$ cat config.mk
export PLATFORM = sky130hd
export DESIGN_NAME = axi4lite_uart_tx_slave_flat
export DESIGN_NICKNAME = d
export VERILOG_FILES = /design/src/rtl/axi4lite_pkg.sv /design/src/rtl/axi4lite_uart_tx_slave_if.sv /design/src/rtl/axi4lite_uart_tx_slave_fifo.sv /design/src/rtl/axi4lite_uart_tx_slave.sv /design/src/flat_wrapper.sv
export SDC_FILE = /design/constraint.sdc
export NUM_CORES = 1
export LEC_CHECK = 0
export ABC_AREA = 1
export ABC_CLOCK_PERIOD_IN_PS = 9100
export CAP_MARGIN = 15
export CORE_ASPECT_RATIO = 0.75
export CORE_MARGIN = 10
export CORE_UTILIZATION = 30
export DETAILED_ROUTE_END_ITERATION = 7
export HOLD_SLACK_MARGIN = 0.12
export PLACE_DENSITY = 0.54
export SLEW_MARGIN = 30
export SYNTH_ARGS = -nofsm -noshare
export SYNTH_HDL_FRONTEND = slang
export SYNTH_SLANG_ARGS = --single-unit
$ cat constraint.sdc
create_clock -name aclk -period 9.1 [get_ports aclk]
set_input_delay 2.73 -clock aclk [delete_from_list [all_inputs] [get_ports aclk]]
set_output_delay 2.73 -clock aclk [all_outputs]
set_load 0.01 [all_outputs]
$ cat src/rtl/axi4lite_pkg.sv
// rtl/axi4lite_pkg.sv - shared constants, FSM states and register decode for the AXI4-lite UART TX slave
package axi4lite_pkg;

  localparam logic [1:0] RESP_OKAY   = 2'b00;
  localparam logic [1:0] RESP_SLVERR = 2'b10;
  localparam logic [1:0] RESP_DECERR = 2'b11;

  localparam logic [3:0] REG_TXDATA = 4'h0;
  localparam logic [3:0] REG_STATUS = 4'h4;
  localparam logic [3:0] REG_CTRL   = 4'h8;

  localparam int CTRL_IE_BIT      = 0;
  localparam int CTRL_FLUSH_BIT   = 1;
  localparam int STATUS_EMPTY_BIT = 0;
  localparam int STATUS_FULL_BIT  = 1;
  localparam int STATUS_COUNT_LSB = 8;

  typedef enum logic [1:0] {W_IDLE, W_WAIT_AW, W_WAIT_W, W_RESP} w_state_e;
  typedef enum logic {R_IDLE, R_RESP} r_state_e;
  typedef enum logic [1:0] {SEL_TXDATA, SEL_STATUS, SEL_CTRL, SEL_NONE} reg_sel_e;

  function automatic reg_sel_e decode_reg(input logic hit, input logic [3:0] nib);
    reg_sel_e sel;
    sel = SEL_NONE;
    if (hit) begin
      case (nib)
        REG_TXDATA: sel = SEL_TXDATA;
        REG_STATUS: sel = SEL_STATUS;
        REG_CTRL:   sel = SEL_CTRL;
        default:    sel = SEL_NONE;
      endcase
    end
    return sel;
  endfunction

endpackage

$ cat src/rtl/axi4lite_uart_tx_slave_if.sv
// rtl/axi4lite_uart_tx_slave_if.sv - AXI4-lite bus bundle with master and slave views
interface axi4lite_if #(
  parameter int ADDR_W = 32,
  parameter int DATA_W = 32
);
  logic                  awvalid;
  logic                  awready;
  logic [ADDR_W-1:0]     awaddr;
  logic                  wvalid;
  logic                  wready;
  logic [DATA_W-1:0]     wdata;
  logic [DATA_W/8-1:0]   wstrb;
  logic                  bvalid;
  logic                  bready;
  logic [1:0]            bresp;
  logic                  arvalid;
  logic                  arready;
  logic [ADDR_W-1:0]     araddr;
  logic                  rvalid;
  logic                  rready;
  logic [DATA_W-1:0]     rdata;
  logic [1:0]            rresp;

  modport master (
    output awvalid, awaddr, wvalid, wdata, wstrb, bready, arvalid, araddr, rready,
    input  awready, wready, bvalid, bresp, arready, rvalid, rdata, rresp
  );

  modport slave (
    input  awvalid, awaddr, wvalid, wdata, wstrb, bready, arvalid, araddr, rready,
    output awready, wready, bvalid, bresp, arready, rvalid, rdata, rresp
  );
endinterface

$ cat src/rtl/axi4lite_uart_tx_slave_fifo.sv
// rtl/axi4lite_uart_tx_slave_fifo.sv - synchronous FIFO with push/pop/flush and occupancy count
module sync_fifo #(
  parameter int WIDTH = 8,
  parameter int DEPTH = 16
) (
  input  logic                     clk_i,
  input  logic                     rst_i,
  input  logic                     push_i,
  input  logic [WIDTH-1:0]         data_i,
  input  logic                     pop_i,
  input  logic                     flush_i,
  output logic [WIDTH-1:0]         data_o,
  output logic                     full_o,
  output logic                     empty_o,
  output logic [$clog2(DEPTH):0]   count_o
);
  localparam int PTR_W = $clog2(DEPTH);
  localparam int CNT_W = PTR_W + 1;

  logic [WIDTH-1:0] mem_q [DEPTH];
  logic [PTR_W-1:0] wr_ptr_q, rd_ptr_q;
  logic [CNT_W-1:0] count_q;
  logic             do_push, do_pop;

  assign empty_o = (count_q == '0);
  assign full_o  = (count_q == CNT_W'(DEPTH));
  assign count_o = count_q;
  assign data_o  = mem_q[rd_ptr_q];

  // full is judged before any same-cycle pop, so a full FIFO never accepts
  assign do_push = push_i & ~full_o;
  assign do_pop  = pop_i & ~empty_o;

  always_ff @(posedge clk_i) begin
    if (do_push) mem_q[wr_ptr_q] <= data_i;
  end

  always_ff @(posedge clk_i) begin
    if (rst_i || flush_i) begin
      wr_ptr_q <= '0;
      rd_ptr_q <= '0;
      count_q  <= '0;
    end else begin
      if (do_push) wr_ptr_q <= wr_ptr_q + PTR_W'(1);
      if (do_pop)  rd_ptr_q <= rd_ptr_q + PTR_W'(1);
      case ({do_push, do_pop})
        2'b10:   count_q <= count_q + CNT_W'(1);
        2'b01:   count_q <= count_q - CNT_W'(1);
        default: count_q <= count_q;
      endcase
    end
  end
endmodule

$ cat src/rtl/axi4lite_uart_tx_slave.sv
// rtl/axi4lite_uart_tx_slave.sv - AXI4-lite slave buffering console bytes into a TX FIFO
module axi4lite_uart_tx_slave
  import axi4lite_pkg::*;
#(
  parameter int                ADDR_W     = 32,
  parameter int                DATA_W     = 32,
  parameter int                FIFO_DEPTH = 16,
  parameter logic [ADDR_W-1:0] BASE_ADDR  = ADDR_W'(32'ha000_03f8)
) (
  input  logic       aclk,
  input  logic       areset,
  axi4lite_if.slave  s_axi,
  output logic       tx_valid,
  input  logic       tx_ready,
  output logic [7:0] tx_data,
  output logic       irq
);
  localparam int CNT_W  = $clog2(FIFO_DEPTH) + 1;
  localparam int STRB_W = DATA_W / 8;

  w_state_e            wstate_q;
  logic                awready_q, wready_q, bvalid_q;
  logic [1:0]          bresp_q;
  logic [ADDR_W-1:0]   awaddr_q;
  logic [DATA_W-1:0]   wdata_q;
  logic [STRB_W-1:0]   wstrb_q;
  r_state_e            rstate_q;
  logic                arready_q, rvalid_q;
  logic [1:0]          rresp_q;
  logic [DATA_W-1:0]   rdata_q;
  logic                ie_q;

  logic                fifo_full, fifo_empty;
  logic [CNT_W-1:0]    fifo_count;

  logic                aw_hs, w_hs, ar_hs, wr_fire;
  logic [ADDR_W-1:0]   wr_addr, wr_off, rd_off;
  logic [DATA_W-1:0]   wr_data, rd_val;
  logic [STRB_W-1:0]   wr_strb;
  reg_sel_e            wr_sel, rd_sel;
  logic                fifo_push, fifo_flush, ctrl_we;
  logic [1:0]          wr_resp, rd_resp;
  logic                unused_bits;

  assign s_axi.awready = awready_q;
  assign s_axi.wready  = wready_q;
  assign s_axi.bvalid  = bvalid_q;
  assign s_axi.bresp   = bresp_q;
  assign s_axi.arready = arready_q;
  assign s_axi.rvalid  = rvalid_q;
  assign s_axi.rdata   = rdata_q;
  assign s_axi.rresp   = rresp_q;

  assign aw_hs = s_axi.awvalid & awready_q;
  assign w_hs  = s_axi.wvalid & wready_q;
  assign ar_hs = s_axi.arvalid & arready_q;

  // the write takes effect in the cycle its second half arrives
  assign wr_fire = ((wstate_q == W_IDLE) && aw_hs && w_hs) ||
                   ((wstate_q == W_WAIT_AW) && aw_hs) ||
                   ((wstate_q == W_WAIT_W) && w_hs);
  assign wr_addr = (wstate_q == W_WAIT_W)  ? awaddr_q : s_axi.awaddr;
  assign wr_data = (wstate_q == W_WAIT_AW) ? wdata_q  : s_axi.wdata;
  assign wr_strb = (wstate_q == W_WAIT_AW) ? wstrb_q  : s_axi.wstrb;

  // the base is not 16-byte aligned, so decode the offset rather than raw address bits
  assign wr_off = wr_addr - BASE_ADDR;
  assign rd_off = s_axi.araddr - BASE_ADDR;
  assign wr_sel = decode_reg(wr_off[ADDR_W-1:4] == '0, wr_off[3:0]);
  assign rd_sel = decode_reg(rd_off[ADDR_W-1:4] == '0, rd_off[3:0]);

  always_comb begin
    fifo_push  = 1'b0;
    fifo_flush = 1'b0;
    ctrl_we    = 1'b0;
    wr_resp    = RESP_OKAY;
    if (wr_fire) begin
      case (wr_sel)
        SEL_TXDATA: begin
          if (wr_strb[0]) begin
            if (fifo_full) wr_resp = RESP_SLVERR;
            else           fifo_push = 1'b1;
          end
        end
        SEL_CTRL: begin
          ctrl_we    = wr_strb[0];
          fifo_flush = wr_strb[0] & wr_data[CTRL_FLUSH_BIT];
        end
        SEL_NONE: wr_resp = RESP_DECERR;
        default:  wr_resp = RESP_OKAY;
      endcase
    end
  end

  always_comb begin
    rd_val  = '0;
    rd_resp = RESP_OKAY;
    case (rd_sel)
      SEL_STATUS: begin
        rd_val[STATUS_EMPTY_BIT]         = fifo_empty;
        rd_val[STATUS_FULL_BIT]          = fifo_full;
        rd_val[STATUS_COUNT_LSB +: 8]    = 8'(fifo_count);
      end
      SEL_CTRL: rd_val[CTRL_IE_BIT] = ie_q;
      SEL_NONE: rd_resp = RESP_DECERR;
      default:  rd_val = '0;
    endcase
  end

  always_ff @(posedge aclk) begin
    if (areset) begin
      wstate_q  <= W_IDLE;
      awready_q <= 1'b1;
      wready_q  <= 1'b1;
      bvalid_q  <= 1'b0;
      bresp_q   <= RESP_OKAY;
      awaddr_q  <= '0;
      wdata_q   <= '0;
      wstrb_q   <= '0;
      ie_q      <= 1'b0;
    end else begin
      if (ctrl_we) ie_q <= wr_data[CTRL_IE_BIT];
      if (wr_fire) bresp_q <= wr_resp;
      case (wstate_q)
        W_IDLE: begin
          if (aw_hs && w_hs) begin
            awready_q <= 1'b0;
            wready_q  <= 1'b0;
            bvalid_q  <= 1'b1;
            wstate_q  <= W_RESP;
          end else if (aw_hs) begin
            awready_q <= 1'b0;
            awaddr_q  <= s_axi.awaddr;
            wstate_q  <= W_WAIT_W;
          end else if (w_hs) begin
            wready_q  <= 1'b0;
            wdata_q   <= s_axi.wdata;
            wstrb_q   <= s_axi.wstrb;
            wstate_q  <= W_WAIT_AW;
          end
        end
        W_WAIT_AW: begin
          if (aw_hs) begin
            awready_q <= 1'b0;
            bvalid_q  <= 1'b1;
            wstate_q  <= W_RESP;
          end
        end
        W_WAIT_W: begin
          if (w_hs) begin
            wready_q <= 1'b0;
            bvalid_q <= 1'b1;
            wstate_q <= W_RESP;
          end
        end
        W_RESP: begin
          if (s_axi.bready) begin
            bvalid_q  <= 1'b0;
            awready_q <= 1'b1;
            wready_q  <= 1'b1;
            wstate_q  <= W_IDLE;
          end
        end
        default: wstate_q <= W_IDLE;
      endcase
    end
  end

  always_ff @(posedge aclk) begin
    if (areset) begin
      rstate_q  <= R_IDLE;
      arready_q <= 1'b1;
      rvalid_q  <= 1'b0;
      rresp_q   <= RESP_OKAY;
      rdata_q   <= '0;
    end else begin
      case (rstate_q)
        R_IDLE: begin
          if (ar_hs) begin
            arready_q <= 1'b0;
            rvalid_q  <= 1'b1;
            rdata_q   <= rd_val;
            rresp_q   <= rd_resp;
            rstate_q  <= R_RESP;
          end
        end
        R_RESP: begin
          if (s_axi.rready) begin
            rvalid_q  <= 1'b0;
            arready_q <= 1'b1;
            rdata_q   <= '0;
            rstate_q  <= R_IDLE;
          end
        end
        default: rstate_q <= R_IDLE;
      endcase
    end
  end

  sync_fifo #(.WIDTH(8), .DEPTH(FIFO_DEPTH)) u_tx_fifo (
    .clk_i   (aclk),
    .rst_i   (areset),
    .push_i  (fifo_push),
    .data_i  (wr_data[7:0]),
    .pop_i   (tx_ready),
    .flush_i (fifo_flush),
    .data_o  (tx_data),
    .full_o  (fifo_full),
    .empty_o (fifo_empty),
    .count_o (fifo_count)
  );

  assign tx_valid = ~fifo_empty;
  assign irq      = fifo_empty & ie_q;

  assign unused_bits = ^{wr_data[DATA_W-1:8], wr_strb[STRB_W-1:1]};
endmodule

$ cat src/flat_wrapper.sv
// flat-port wrapper written by rule: the top's interface ports become plain ports
module axi4lite_uart_tx_slave_flat import axi4lite_pkg::*;
#(
  parameter int                ADDR_W     = 32,
  parameter int                DATA_W     = 32,
  parameter int                FIFO_DEPTH = 16,
  parameter logic [ADDR_W-1:0] BASE_ADDR  = ADDR_W'(32'ha000_03f8)
)
  (aclk, areset, tx_valid, tx_ready, tx_data, irq, s_axi_awvalid, s_axi_awaddr, s_axi_wvalid, s_axi_wdata, s_axi_wstrb, s_axi_bready, s_axi_arvalid, s_axi_araddr, s_axi_rready, s_axi_awready, s_axi_wready, s_axi_bvalid, s_axi_bresp, s_axi_arready, s_axi_rvalid, s_axi_rdata, s_axi_rresp);
  axi4lite_if #(.ADDR_W(ADDR_W), .DATA_W(DATA_W)) s_axi_i ();
  input  logic aclk;
  input  logic areset;
  output logic tx_valid;
  input  logic tx_ready;
  output logic [7:0] tx_data;
  output logic irq;
  input wire logic [$bits(s_axi_i.awvalid)-1:0] s_axi_awvalid;
  input wire logic [$bits(s_axi_i.awaddr)-1:0] s_axi_awaddr;
  input wire logic [$bits(s_axi_i.wvalid)-1:0] s_axi_wvalid;
  input wire logic [$bits(s_axi_i.wdata)-1:0] s_axi_wdata;
  input wire logic [$bits(s_axi_i.wstrb)-1:0] s_axi_wstrb;
  input wire logic [$bits(s_axi_i.bready)-1:0] s_axi_bready;
  input wire logic [$bits(s_axi_i.arvalid)-1:0] s_axi_arvalid;
  input wire logic [$bits(s_axi_i.araddr)-1:0] s_axi_araddr;
  input wire logic [$bits(s_axi_i.rready)-1:0] s_axi_rready;
  output wire logic [$bits(s_axi_i.awready)-1:0] s_axi_awready;
  output wire logic [$bits(s_axi_i.wready)-1:0] s_axi_wready;
  output wire logic [$bits(s_axi_i.bvalid)-1:0] s_axi_bvalid;
  output wire logic [$bits(s_axi_i.bresp)-1:0] s_axi_bresp;
  output wire logic [$bits(s_axi_i.arready)-1:0] s_axi_arready;
  output wire logic [$bits(s_axi_i.rvalid)-1:0] s_axi_rvalid;
  output wire logic [$bits(s_axi_i.rdata)-1:0] s_axi_rdata;
  output wire logic [$bits(s_axi_i.rresp)-1:0] s_axi_rresp;
  assign s_axi_i.awvalid = s_axi_awvalid;
  assign s_axi_i.awaddr = s_axi_awaddr;
  assign s_axi_i.wvalid = s_axi_wvalid;
  assign s_axi_i.wdata = s_axi_wdata;
  assign s_axi_i.wstrb = s_axi_wstrb;
  assign s_axi_i.bready = s_axi_bready;
  assign s_axi_i.arvalid = s_axi_arvalid;
  assign s_axi_i.araddr = s_axi_araddr;
  assign s_axi_i.rready = s_axi_rready;
  assign s_axi_awready = s_axi_i.awready;
  assign s_axi_wready = s_axi_i.wready;
  assign s_axi_bvalid = s_axi_i.bvalid;
  assign s_axi_bresp = s_axi_i.bresp;
  assign s_axi_arready = s_axi_i.arready;
  assign s_axi_rvalid = s_axi_i.rvalid;
  assign s_axi_rdata = s_axi_i.rdata;
  assign s_axi_rresp = s_axi_i.rresp;
  axi4lite_uart_tx_slave #(.ADDR_W(ADDR_W), .DATA_W(DATA_W), .FIFO_DEPTH(FIFO_DEPTH), .BASE_ADDR(BASE_ADDR)) u_core (.aclk(aclk), .areset(areset), .s_axi(s_axi_i), .tx_valid(tx_valid), .tx_ready(tx_ready), .tx_data(tx_data), .irq(irq));
endmodule
==> metrics <==
status=finished clean; Area Growth Syn to Fin=19.4%; die width=240 um; max-capacitance violation count=0; Clock Tree Buf Depth=3; hpwl dp=20800 um; standard-cell row count=60; die area=44500 sq um; hold endpoint=u_core.s_axi.rdata[12]; CP endpoint kind=flop; synth top area cells=edfxtp_1, dfxtp_1, nand2_1; largest net degree at the start of global routing=54; hold buffer count at cts=0; TritonCTS clock tree=built; final wirelength=28900 um; part of the cycle the worst path needs=73.4%; Fin. Hold Viols=0; EDFF count, synth=128; unique cell type count in the Yosys netlist=42; Routed Antenna Nets=0; GRT Total Usage=12.8%; Slew @ Worst Pin=0.916 ns; Worst Skew=0.0153 ns; Max IR drop VDD=142 uV; Commonest cells post-synth=nand2_1, nor2_1, inv_1; global-route wire length before repair=45900 um; Synth Flop Type=edfxtp_1; WS Path Type=in2reg; Yosys top cell by area=edfxtp_1; post-synth top area share=35.2%; Core Box Area=35900 sq um; Total Power=2.63 mW; Mapped Cells=1332; GPL Wtd Cong=0.872; Clock transition at path regs=0.06 ns; footprint of the multi-input gates=4630 sq um; Worst Reg-to-Reg Cells=31; WL/cell=15.2 um; Iteration-0 DRC Markers=685; CP Max Fanout=6; Resized cells post-CTS=0; Slew HR=38.8%; TritonCTS Sinks=205; CTS Buf Count=24; Tmin final=6.68 ns; sequential fraction of the synthesis area=49.3%; drt pass-1 iters=6; Die H=185 um; Root Buffer=clkbuf_16; RSZ-0062 raised after global routing=no; clock insertion delay at the later pin of the skew report=0.53 ns; hold crit path type=reg2reg; post-route cell area=13000 sq um; hold path start=u_core.s_axi.rdata[12]; Fmax=150 MHz; FF-to-FF setup slack=3.55 ns; crit start category=primary input; filler cell count=3650; Congestion Overflow GR=0; Post-Syn Area=10900 sq um; Yosys reg bits=205; number of remaining DRC errors=0; initial antenna violation count=2; WP data arrival=7.14 ns; Post-layout nets=1552; layout cell share with drive strength beyond 1=5.14%; Seq. cell area=5390 sq um; post-route setup TNS=0 ns; overall via count from detail_route=8805; Slew Limit Fails=0; async set-reset flop share out of synthesis=0%; count of input and output buffers=106; RR Endpoint=u_core.u_tx_fifo.count_o[4]; most frequent cell after synthesis=nand2_1; H-tree Lvls=1; Worst Hold Depth=2; worst r2r src=u_core.wstate_q[0]; DP Area=12300 sq um; PwrDens=201 nW/um^2; Worst EP required=9.56 ns; Leak=5.04 nW; I/O pin total=159; # setup viols final=0; Syn Area/Cell=8.20 sq um; synthesis warning total=0; Via density=4.62; Setup Fix Bufs, Post-CTS=0; number of global-route vias before repair=8310; Initial Util=30.4%
worst max-delay path: stages:
cell	delay (ns)
clkdlybuf4s50_1	0.42
nand2_1	0.07
nand2_1	0.13
ha_1	0.27
nand3_1	0.14
nor2_1	0.08
nor2_1	0.28
nand2_1	0.14
inv_2	0.08
nand2_1	0.04
nand2_1	0.05
nand2_1	0.05
nor2_1	0.15
nand4_1	0.14
nor2_1	0.17
ha_1	0.21
nand4_1	0.31
ha_1	0.43
xor2_1	0.21
ha_1	0.17
inv_1	0.04
nand2_1	0.08
nand2_1	0.07
o21ai_0	0.19
o21ai_0	0.10
a21oi_1	0.17
o21ai_0	0.10
a21oi_1	0.12
power breakdown:
part	internal, mW	switching, mW	total [mW]	leakage (nW)
combinational	0.185	0.418	0.603	2.89
sequential	1.08	0.0286	1.11	1.79
clock	0.531	0.380	0.910	0.359
total	1.80	0.826	2.63	5.04
how the worst max path moves through the flow:
stage / slack, ns / to / start
2_1_floorplan: 3.09 / u_core.u_tx_fifo.count_o[4] / s_axi_awaddr[3]
3_3_place_gp: 1.93 / u_core.u_tx_fifo.count_o[4] / s_axi_awaddr[3]
3_5_place_dp: 1.85 / u_core.u_tx_fifo.count_o[4] / s_axi_awaddr[3]
4_1_cts: 2.41 / u_core.u_tx_fifo.count_o[4] / s_axi_awaddr[3]
5_1_grt: 1.83 / u_core.u_tx_fifo.count_o[4] / s_axi_awaddr[3]
6_report: 2.42 / u_core.u_tx_fifo.count_o[4] / s_axi_awaddr[3]
state kept, by name, summed over array words and instances, names as in the netlist, 2 cells and up, named ones only:
signal	cells
u_core.u_tx_fifo.mem_q	128
u_core.awaddr_q	32
u_core.wdata_q	8
u_core.s_axi.rdata	7
u_core.u_tx_fifo.count_o	5
u_core.u_tx_fifo.rd_ptr_q	4
u_core.u_tx_fifo.wr_ptr_q	4
u_core.s_axi.bresp	2
u_core.wstate_q	2
cell type report:
class	count	share of cell area [%]
clock buffers	33	5.02
inverters	153	4.42
repair buffers	112	8.63
diodes	1	0.0192
well taps	465	4.46
multi-input cells	926	35.5
clock inverters	11	0.662
flip-flops and latches	205	41.3
logic make-up (layout without fill, tap and decap cells):
group / count (synthesis) / after routing / synth area share, %
compound gates: 251 / 251 / 12.7
xor+xnor: 15 / 15 / 1.20
fa+ha+maj: 22 / 22 / 2.52
buf+inv: 225 / 309 / 9.20
flops: 205 / 205 / 49.3
mux: 34 / 34 / 3.12
other cells: 1 / 26 / 0.0343
simple gates: 579 / 579 / 21.9
metrics by stage:
step | setup WS, ns | cells | util [%] | hold slack (ns)
5_1_grt | 1.83 | 1905 | 36.3 | 0.491
6_report | 2.42 | 1906 | 36.4 | 0.462
4_1_cts | 2.41 | 1905 | 36.3 | 0.465
2_1_floorplan | 3.09 | 1356 | - | 0.444
3_3_place_gp | 1.93 | 1860 | 34.2 | 0.456
3_5_place_dp | 1.85 | 1861 | 34.3 | 0.456
per-layer routing:
| layer | routed length (um) | GRT usage, % | vias up |
|---|---|---|---|
| met4 | 584 | 3.08 | 2 |
| met3 | 1300 | 2.39 | 35 |
| li1 | - | - | 4550 |
| met1 | 13800 | 17.5 | 4061 |
| met2 | 13200 | 20.6 | 157 |
| met5 | 18 | 0 | - |
layout by cell type, fill, tap and decap left out, types with 13 or more instances in the layout:
master	instances
nand4_1	14
dfxtp_1	76
nand2_1	300
ha_1	21
conb_1	25
clkbuf_16	24
a21oi_1	82
nor2_1	164
mux2i_1	34
o211ai_1	33
clkdlybuf4s50_1	106
inv_1	146
nor2_2	13
o21ai_0	117
edfxtp_1	128
nand3_1	55
No activity file was read; power rests on OpenSTA's default activity.
